### src/rtl/mnist_pkg.sv
// Shared sizing, FSM state encoding and score helpers for the MNIST output stage.
package mnist_pkg;

   localparam int unsigned NUM_CLASSES = 10;
   localparam int unsigned SCORE_BITS  = 24;
   localparam int unsigned IDX_BITS    = 4;

   typedef enum logic [1:0] {
      IDLE    = 2'd0,
      CAPTURE = 2'd1,
      SCAN    = 2'd2,
      VALID   = 2'd3
   } state_t;

   // Bit pattern of the most-negative two's complement value of the given width.
   function automatic logic [63:0] most_negative(input int unsigned bits);
      return 64'(1) << (bits - 32'd1);
   endfunction

endpackage

### src/rtl/layer_argmax_reader_argmax_step.sv
// One compare step of the running top-two search: folds a candidate score into
// the current best/second pair. Ties never displace the incumbent.
module argmax_step #(
   parameter int unsigned SCORE_BITS = mnist_pkg::SCORE_BITS,
   parameter int unsigned IDX_BITS   = mnist_pkg::IDX_BITS
) (
   input  logic signed [SCORE_BITS-1:0] cand,
   input  logic        [IDX_BITS-1:0]   cand_idx,
   input  logic signed [SCORE_BITS-1:0] best,
   input  logic        [IDX_BITS-1:0]   best_idx,
   input  logic signed [SCORE_BITS-1:0] second,
   output logic signed [SCORE_BITS-1:0] new_best_c,
   output logic        [IDX_BITS-1:0]   new_best_idx_c,
   output logic signed [SCORE_BITS-1:0] new_second_c
);

   always_comb begin
      new_best_c     = best;
      new_best_idx_c = best_idx;
      new_second_c   = second;
      if (cand > best) begin
         new_second_c   = best;
         new_best_c     = cand;
         new_best_idx_c = cand_idx;
      end else if (cand > second) begin
         new_second_c = cand;
      end
   end

endmodule

### src/rtl/layer_argmax_reader.sv
// Snapshots the last layer's class scores on its done edge, scans them one per
// clock for the winner and runner-up, and offers digit/score/margin downstream.
module layer_argmax_reader #(
   parameter int unsigned NUM_CLASSES = mnist_pkg::NUM_CLASSES,
   parameter int unsigned SCORE_BITS  = mnist_pkg::SCORE_BITS,
   parameter int unsigned IDX_BITS    = mnist_pkg::IDX_BITS
) (
   input  logic                         clk,
   input  logic                         rst,
   input  logic                         layer_done,
   input  logic signed [SCORE_BITS-1:0] scores [0:NUM_CLASSES-1],
   output logic                         busy,
   output logic                         result_valid,
   input  logic                         result_ready,
   output logic        [IDX_BITS-1:0]   digit,
   output logic signed [SCORE_BITS-1:0] max_score,
   output logic        [SCORE_BITS:0]   margin,
   output logic                         overrun
);

   import mnist_pkg::*;

   localparam logic signed [SCORE_BITS-1:0] MOST_NEG = SCORE_BITS'(most_negative(SCORE_BITS));
   localparam logic        [IDX_BITS-1:0]   LAST_IDX = IDX_BITS'(NUM_CLASSES - 1);

   state_t                       state;
   logic                         done_q;
   logic signed [SCORE_BITS-1:0] snap [0:NUM_CLASSES-1];
   logic signed [SCORE_BITS-1:0] best;
   logic signed [SCORE_BITS-1:0] second;
   logic        [IDX_BITS-1:0]   best_idx;
   logic        [IDX_BITS-1:0]   idx;

   logic                         done_edge_c;
   logic signed [SCORE_BITS-1:0] step_best_c;
   logic signed [SCORE_BITS-1:0] step_second_c;
   logic        [IDX_BITS-1:0]   step_idx_c;
   logic        [SCORE_BITS:0]   margin_c;

   assign done_edge_c = layer_done & ~done_q;

   argmax_step #(
      .SCORE_BITS (SCORE_BITS),
      .IDX_BITS   (IDX_BITS)
   ) u_step (
      .cand           (snap[idx]),
      .cand_idx       (idx),
      .best           (best),
      .best_idx       (best_idx),
      .second         (second),
      .new_best_c     (step_best_c),
      .new_best_idx_c (step_idx_c),
      .new_second_c   (step_second_c)
   );

   // One extra bit keeps best - second exact even for full-range extremes.
   assign margin_c = {step_best_c[SCORE_BITS-1], step_best_c}
                   - {step_second_c[SCORE_BITS-1], step_second_c};

   always_ff @(posedge clk or posedge rst) begin
      if (rst) begin
         state        <= IDLE;
         done_q       <= 1'b0;
         busy         <= 1'b0;
         result_valid <= 1'b0;
         overrun      <= 1'b0;
         digit        <= '0;
         max_score    <= '0;
         margin       <= '0;
         best         <= '0;
         second       <= '0;
         best_idx     <= '0;
         idx          <= '0;
         for (int k = 0; k < int'(NUM_CLASSES); k++) begin
            snap[k] <= '0;
         end
      end else begin
         done_q  <= layer_done;
         // A done edge that arrives while a result is in flight is dropped and flagged.
         overrun <= done_edge_c && (state != IDLE);
         case (state)
            IDLE: begin
               if (done_edge_c) begin
                  snap  <= scores;
                  busy  <= 1'b1;
                  state <= CAPTURE;
               end
            end
            CAPTURE: begin
               best     <= snap[0];
               best_idx <= '0;
               second   <= MOST_NEG;
               idx      <= IDX_BITS'(1);
               state    <= SCAN;
            end
            SCAN: begin
               best     <= step_best_c;
               best_idx <= step_idx_c;
               second   <= step_second_c;
               idx      <= idx + IDX_BITS'(1);
               if (idx == LAST_IDX) begin
                  digit        <= step_idx_c;
                  max_score    <= step_best_c;
                  margin       <= margin_c;
                  result_valid <= 1'b1;
                  state        <= VALID;
               end
            end
            VALID: begin
               if (result_ready) begin
                  result_valid <= 1'b0;
                  busy         <= 1'b0;
                  state        <= IDLE;
               end
            end
            default: begin
               state <= IDLE;
            end
         endcase
      end
   end

endmodule

### config.mk
export PLATFORM = sky130hd
export DESIGN_NAME = layer_argmax_reader
export DESIGN_NICKNAME = d
export VERILOG_FILES = /design/src/rtl/mnist_pkg.sv /design/src/rtl/layer_argmax_reader_argmax_step.sv /design/src/rtl/layer_argmax_reader.sv
export SDC_FILE = /design/constraint.sdc
export NUM_CORES = 1
export LEC_CHECK = 0
export ABC_AREA = 1
export CAP_MARGIN = 20
export CELL_PAD_IN_SITES_DETAIL_PLACEMENT = 0
export CELL_PAD_IN_SITES_GLOBAL_PLACEMENT = 1
export CORE_ASPECT_RATIO = 0.5
export CORE_MARGIN = 3
export CORE_UTILIZATION = 44
export CTS_BUF_LIST = sky130_fd_sc_hd__clkbuf_4
export DETAILED_ROUTE_END_ITERATION = 10
export PLACE_DENSITY_LB_ADDON = 0.1
export SKIP_CTS_REPAIR_TIMING = 1
export SYNTH_ARGS = -nofsm -noshare
export SYNTH_HDL_FRONTEND = slang
export SYNTH_HIERARCHICAL = 1
export SYNTH_SLANG_ARGS = --single-unit
export TNS_END_PERCENT = 10
### constraint.sdc
create_clock -name clk -period 36.1 [get_ports clk]
set_input_delay 7.22 -clock clk [delete_from_list [all_inputs] [get_ports clk]]
set_output_delay 7.22 -clock clk [all_outputs]
set_load 0.05 [all_outputs]
==> out/metrics.csv, run 1 <==
stage,metric,value,unit
logic_synthesis,number of warnings reported in the yosys synthesis log,6,
logic_synthesis,post-synthesis instance total,2656,
detailed_routing,wire length per cell,18.0,um
run,total of max-cap violations,0,
cts,clock tree from TritonCTS,done,
timing,smallest setup slack after layout,26570,ps
floorplanning,effective utilization at floorplan,45.0,%
logic_synthesis,distinct cell type count of the synthesized netlist,38,
logic_synthesis,proportion of netlist area held by the largest area contributor,44.8,%
floorplanning,DIE AREA,47800,um^2
logic_synthesis,number of storage elements in the synthesis netlist,355,
final_layout,"leading cell type in the layout, fill and taps excluded",sky130_fd_sc_hd__nand2_1,
final_layout,area used by sequential logic in the layout,8890,um^2
placement,Port Buf Inserts,299,
final_layout,area delta synth->final,21.2,%
critical_path,Critical Path RT,36740,ps
logic_synthesis,average cell area after synthesis,7.46,um^2
timing,worst clock skew,39.3,ps
detailed_routing,wire length reported by the detailed router,63900,um
logic_synthesis,sequential area share after synthesis,44.8,%
final_layout,count of fill cells added during filler insertion,4380,
detailed_routing,vias after detailed routing,18100,
cts,H-tree levels,3,
logic_synthesis,cell taking the most area after synthesis,sky130_fd_sc_hd__dfrtp_1,
grt,number of global-route vias before repair,17600,
status,run status,"finished, final reports clean",
timing,max-slew violation count,0,
final_layout,Layout Nets,3242,
placement,placement-stage worst setup slack,25730,ps
logic_synthesis,synthesized cell area,19800,um^2
floorplanning,Placement Rows,54,
floorplanning,height of the chip,156,um
floorplanning,Std-Cell Core Area,44100,um^2
placement,Post-DP HPWL,45300,um
timing,Final setup viols,0,
logic_synthesis,nets in the synthesized netlist,2978,
detailed_routing,first-pass iteration count of the detailed router,8,
cts,number of buffers on the longest clock path,3,
floorplanning,DIE WIDTH,306,um
logic_synthesis,prevailing post-synth register cell,sky130_fd_sc_hd__dfrtp_1,
detailed_routing,final routed DRC violation total,0,
placement,cell area reported after detailed placement,23000,um^2
critical_path,"Arr. time, crit path",10170,ps
detailed_routing,vias per std cell,5.09,
timing,sum of negative setup slack,0,ps
timing,final-report hold violation count,0,
final_layout,Layout Cell Area excl Fill,24000,um^2
cts,clock buffers created by TritonCTS,86,
grt,overflow left after global routing,0,
cts,clock latency on the worst-skew pair,800,ps
floorplanning,Ports,300,
logic_synthesis,top cells by area in the synthesized netlist,"sky130_fd_sc_hd__dfrtp_1 (45%), sky130_fd_sc_hd__nand2_1 (18%), sky130_fd_sc_hd__inv_1 (6.3%)",
critical_path,nature of the critical path endpoint,flop,
logic_synthesis,number of flops mapped to enable cells by yosys,0,
final_layout,area occupied by multi-input gates,8940,um^2
cts,CTS clock-pin slew for the worst setup and hold paths,70,ps
grt,number of antenna violations at the first check in global routing,2,
final_layout,proportion of layout cells with a drive suffix above 1,6.13,%
detailed_routing,number of routed nets with antenna violations,0,
timing,FMAX,105,MHz
cts,number of sinks driven by the clock tree,355,
timing,share of the clock period used by the worst path after layout,26.4,%
final_layout,"commonest non-fill, non-tap cells in the layout","sky130_fd_sc_hd__nand2_1 (977), sky130_fd_sc_hd__dfrtp_1 (353), sky130_fd_sc_hd__inv_1 (331)",
grt,first-pass GRT wire length,99300,um
timing,setup repair after global routing missed its margin,false,
placement,gp weighted congestion,0.835,
timing,clock period minus worst slack,9530,ps
critical_path,category of the most critical setup path,primary input to flop,
timing,slew at the pin closest to its max-slew limit,1250,ps
timing,worst slew slack as a fraction of its limit,15.6,%
grt,global routing usage summed across all routing layers,26.7,%
logic_synthesis,"Async S/R FF share, synth",100,%
critical_path,type of element launching the critical path,primary input,
final_layout,share of the core filled with cells in the final layout,54.6,%
cts,CTS root buffer,sky130_fd_sc_hd__clkbuf_4,
critical_path,critical-path maximum fanout,170,
grt,largest net degree at the start of global routing,171,
hold_path,Hold/Removal Path Class,flop to flop,
detailed_routing,DRT iter0 DRCs,1525,
==> layout make-up <==
cell class,instances,area share (%)
clock buffers,112,3.50
flip-flops and latches,355,37.0
inverters,341,5.37
well taps,588,3.06
multi-input cells,1822,37.2
repair buffers,314,13.0
clock inverters,26,0.828
diodes,2,0.0208
==> synthesized netlist by cell type (all sizes together) (24+ instances only) <==
master	count
nand2	988
dfrtp	355
inv	339
o21ai	296
nand3	160
buf	109
a21oi	82
nor2	79
ha	77
o211ai	47
clkbuf	29
o221ai	25
mux2i	24
==> logic make-up after synthesis <==
kind of cell,count (synthesis),synth area share [%]
AND/OR/NAND/NOR,1258,26.0
buffers and inverters,479,10.1
AO/OA/AOI/OAI,455,12.6
flip-flops,355,44.8
adder cells (fa/ha/maj),78,4.96
multiplexers,24,1.21
XOR/XNOR,7,0.309
==> metrics by stage <==
step	hold slack, ps	instances
floorplan	437	2656
global placement	448	3420
detailed placement	453	3420
CTS	469	3558
global route	477	3560
finish	465	3560
==> path summary, 6_finish.rpt <==
check	from	to	slack, ps	cells past startpoint
min	snap[122]	snap[122]	470	2
max in group asynchronous	rst	snap[173]	27480	3
min reg2reg	snap[122]	snap[122]	470	2
max	layer_done	snap[151]	26570	7
min in group asynchronous	rst	margin[6]	7030	2
max reg2reg	idx[0]	margin[20]	28240	25
==> worst max-delay path, stage by stage <==
cell                              delay (ps)
sky130_fd_sc_hd__clkdlybuf4s50_1         470
sky130_fd_sc_hd__nand2_1                 120
sky130_fd_sc_hd__nor2_4                  130
sky130_fd_sc_hd__buf_4                   590
sky130_fd_sc_hd__buf_4                   710
sky130_fd_sc_hd__buf_12                  590
sky130_fd_sc_hd__o21ai_0                 180
==> registers in the layout (all words and copies together), names as in the netlist <==
register / cells
best: 24
digit: 4
done_q: 1
idx: 4
max_score: 24
overrun: 1
result_valid: 1
second: 24
best_idx: 4
busy: 1
margin: 25
snap: 240
state: 2
==> metal layers <==
| layer | global-route usage (%) | vias up | wire [um] |
|---|---|---|---|
| met3 | 4.11 | 84 | 3710 |
| met1 | 37.2 | 8537 | 29100 |
| met5 | 0 | - | 0 |
| met4 | 6.11 | 0 | 1100 |
| met2 | 44.4 | 514 | 30000 |
| li1 | - | 9003 | - |
Power of run 1 is left out: the tool's default activity adds up to more than one toggle a clock period on the data nets, which glitch-free logic cannot reach.
==> inputs of run 2 (changes only) <==
--- a/config.mk
+++ b/config.mk
@@ -11,7 +11,7 @@
 export CELL_PAD_IN_SITES_GLOBAL_PLACEMENT = 1
 export CORE_ASPECT_RATIO = 0.5
 export CORE_MARGIN = 3
-export CORE_UTILIZATION = 44
+export CORE_UTILIZATION = 37
 export CTS_BUF_LIST = sky130_fd_sc_hd__clkbuf_4
 export DETAILED_ROUTE_END_ITERATION = 10
 export PLACE_DENSITY_LB_ADDON = 0.1
==> constraint.sdc (replaced) <==
create_clock -name clk -period 8.1 [get_ports clk]
set_input_delay 1.62 -clock clk [delete_from_list [all_inputs] [get_ports clk]]
set_output_delay 1.62 -clock clk [all_outputs]
set_load 0.05 [all_outputs]
==> out/metrics.csv, run 2 (same netlist as run 1, synthesis figures left out) <==
stage,metric,value,unit,change
status,run status,"finished, final reports clean",,
grt,first-pass GRT wire length,107000,um,+7.3%
final_layout,Layout Nets,3251,,+0.28%
detailed_routing,vias after detailed routing,18300,,+0.73%
timing,final-report hold violation count,0,,unchanged
final_layout,"commonest non-fill, non-tap cells in the layout","sky130_fd_sc_hd__nand2_1 (976), sky130_fd_sc_hd__dfrtp_1 (353), sky130_fd_sc_hd__inv_1 (331)",,
timing,worst clock skew,61.6,ps,+22.3 ps
detailed_routing,DRT iter0 DRCs,1420,,-6.9%
grt,met2 usage in global routing,39.6,%,-4.8 points
floorplanning,height of the chip,170,um,+8.7%
timing,Final setup viols,0,,unchanged
critical_path,category of the most critical setup path,flop to flop,,
critical_path,Critical Path RT,8770,ps,"-27,970 ps"
critical_path,buffer and inverter count on the worst path,2,,-2
detailed_routing,wire length per cell,18.8,um,+4.5%
floorplanning,DIE AREA,56600,um^2,+18%
cts,clock buffers created by TritonCTS,89,,+3.5%
detailed_routing,final routed DRC violation total,0,,unchanged
grt,number of global-route vias before repair,18100,,+2.4%
cts,number of buffers on the longest clock path,3,,unchanged
grt,GRT met3 Usage,5.18,%,+1.1 points
detailed_routing,wire length reported by the detailed router,69300,um,+8.5%
timing,slew at the pin closest to its max-slew limit,1230,ps,-24.3 ps
timing,sum of negative setup slack,0,ps,unchanged
placement,gp weighted congestion,0.852,,+2.1%
grt,largest net degree at the start of global routing,237,,+39%
cts,CTS clock-pin slew for the worst setup and hold paths,70,ps,about the same
hold_path,Hold/Removal Path Class,flop to flop,,
floorplanning,Std-Cell Core Area,52500,um^2,+19%
timing,clock period minus worst slack,6650,ps,
placement,Post-DP HPWL,50400,um,+11%
final_layout,largest registers,"snap: 240 flops, margin: 25 flops",,
detailed_routing,vias per std cell,4.94,,-3.0%
final_layout,proportion of layout cells with a drive suffix above 1,6.85,%,+0.72 points
floorplanning,DIE WIDTH,333,um,+8.9%
cts,number of sinks driven by the clock tree,355,,unchanged
timing,setup repair after global routing missed its margin,false,,
critical_path,cell with the biggest individual delay on the critical path,sky130_fd_sc_hd__dfrtp_4,,
grt,layer with the highest usage,met2,,
grt,met1 Resource Use GR,34.2,%,-3.0 points
floorplanning,Ports,300,,unchanged
cts,clock latency on the worst-skew pair,830,ps,+30 ps
timing,worst slew slack as a fraction of its limit,18.1,%,+2.5 points
cts,clock tree from TritonCTS,done,,
run,total of max-cap violations,0,,unchanged
grt,number of antenna violations at the first check in global routing,1,,-1
critical_path,"Arr. time, crit path",7320,ps,-2850 ps
final_layout,flip-flop count of the largest register after layout,240,,unchanged
placement,Port Buf Inserts,299,,unchanged
final_layout,"leading cell type in the layout, fill and taps excluded",sky130_fd_sc_hd__nand2_1,,
timing,max-slew violation count,0,,unchanged
final_layout,area delta synth->final,22.8,%,
detailed_routing,number of routed nets with antenna violations,0,,unchanged
floorplanning,Placement Rows,59,,+9.3%
critical_path,type of element launching the critical path,flop,,
critical_path,critical-path maximum fanout,105,,-38%
critical_path,largest delay contributor family on the critical path,simple AND/OR/NAND/NOR gates,,
detailed_routing,first-pass iteration count of the detailed router,6,,-2
critical_path,maximum cell stage delay along the critical path,1130,ps,+420 ps
floorplanning,effective utilization at floorplan,37.8,%,-7.2 points
grt,overflow left after global routing,0,,unchanged
timing,FMAX,150,MHz,
cts,H-tree levels,3,,unchanged
critical_path,crit-path most repeated cell,sky130_fd_sc_hd__nand2_1,,
cts,CTS root buffer,sky130_fd_sc_hd__clkbuf_4,,
critical_path,ordered list of cells on the worst path,"inv_2, nor2_1, o211ai_1, o211ai_1, o21ai_0, ha_1, nand4_1, nor2_1, nand2_1, nand3_2, nand2_1, nand3_1, nand2_1, inv_1, ha_1, nand2_2, nor2_4, nand3_1, nand3_1, nand2_1, nand2_1, nand2_1, nand3_1, nand2_1",,
critical_path,nature of the critical path endpoint,flop,,
timing,share of the clock period used by the worst path after layout,82.1,%,
final_layout,largest reg by FF count,snap,,
grt,global routing usage summed across all routing layers,24.6,%,-2.2 points
## run 2: cell count changes in the layout (fill, tap and decap cells not counted)
cell / before / now
sky130_fd_sc_hd__inv_2: 6 / 8
sky130_fd_sc_hd__nand2_2: 11 / 12
sky130_fd_sc_hd__nand2_1: 977 / 976
sky130_fd_sc_hd__buf_16: 0 / 2
sky130_fd_sc_hd__clkinv_2: 3 / 5
sky130_fd_sc_hd__buf_12: 2 / 5
sky130_fd_sc_hd__inv_8: 1 / 0
sky130_fd_sc_hd__clkinv_1: 18 / 19
sky130_fd_sc_hd__bufinv_16: 3 / 0
sky130_fd_sc_hd__clkbuf_4: 112 / 128
sky130_fd_sc_hd__clkinv_4: 1 / 0
sky130_fd_sc_hd__clkinvlp_4: 1 / 3
## run 2: layout make-up
class                           count  area [um^2]
Fill cell                        5455        28100
Multi-Input combinational cell   1822         8950
Sequential cell                   355         8890
Timing Repair Buffer              320         3250
Inverter                          341         1290
Clock buffer                      127          953
Tap cell                          701          877
Clock inverter                     28          129
Antenna cell                        2         5.00
## run 2: stage by stage
step	hold slack [ps]	cells	util [%]	area, um^2	setup slack, ps
floorplan	437	2656	-	19800	1720
global placement	448	3536	44.2	23200	1450
detailed placement	453	3538	44.3	23200	1630
CTS	471	3693	46.4	24300	1590
global route	485	3696	46.4	24300	876
finish	468	3696	46.4	24300	1450
## run 2: worst reg2reg max path: stages (launching register included)
cell	delay, ps
sky130_fd_sc_hd__dfrtp_4	1130
sky130_fd_sc_hd__inv_2	540
sky130_fd_sc_hd__nor2_1	220
sky130_fd_sc_hd__o211ai_1	170
sky130_fd_sc_hd__o211ai_1	150
sky130_fd_sc_hd__o21ai_0	480
sky130_fd_sc_hd__ha_1	520
sky130_fd_sc_hd__nand4_1	100
sky130_fd_sc_hd__nor2_1	50
sky130_fd_sc_hd__nand2_1	700
sky130_fd_sc_hd__nand3_2	640
sky130_fd_sc_hd__nand2_1	210
sky130_fd_sc_hd__nand3_1	90
sky130_fd_sc_hd__nand2_1	90
sky130_fd_sc_hd__inv_1	50
sky130_fd_sc_hd__ha_1	400
sky130_fd_sc_hd__nand2_2	150
sky130_fd_sc_hd__nor2_4	170
sky130_fd_sc_hd__nand3_1	130
sky130_fd_sc_hd__nand3_1	160
sky130_fd_sc_hd__nand2_1	120
sky130_fd_sc_hd__nand2_1	70
sky130_fd_sc_hd__nand2_1	40
sky130_fd_sc_hd__nand3_1	80
sky130_fd_sc_hd__nand2_1	50
## run 2: per-layer routing
metal / vias to the layer above / share of wire, %
li1: 9061 / -
met1: 8623 / 46
met2: 492 / 46
met3: 94 / 6.2
met4: 0 / 1.7
met5: - / 0
## run 2: path summary, 6_finish.rpt
check | startpoint | endpoint | slack [ps] | cells past startpoint
max | idx[0] | margin[18] | 1450 | 24
min | snap[168] | snap[168] | 470 | 2
max reg2reg | idx[0] | margin[18] | 1450 | 24
min reg2reg | snap[168] | snap[168] | 470 | 2
max in group asynchronous | rst | snap[86] | 5430 | 4
min in group asynchronous | rst | second[0] | 1340 | 3
Power of run 2 is left out for the same reason.
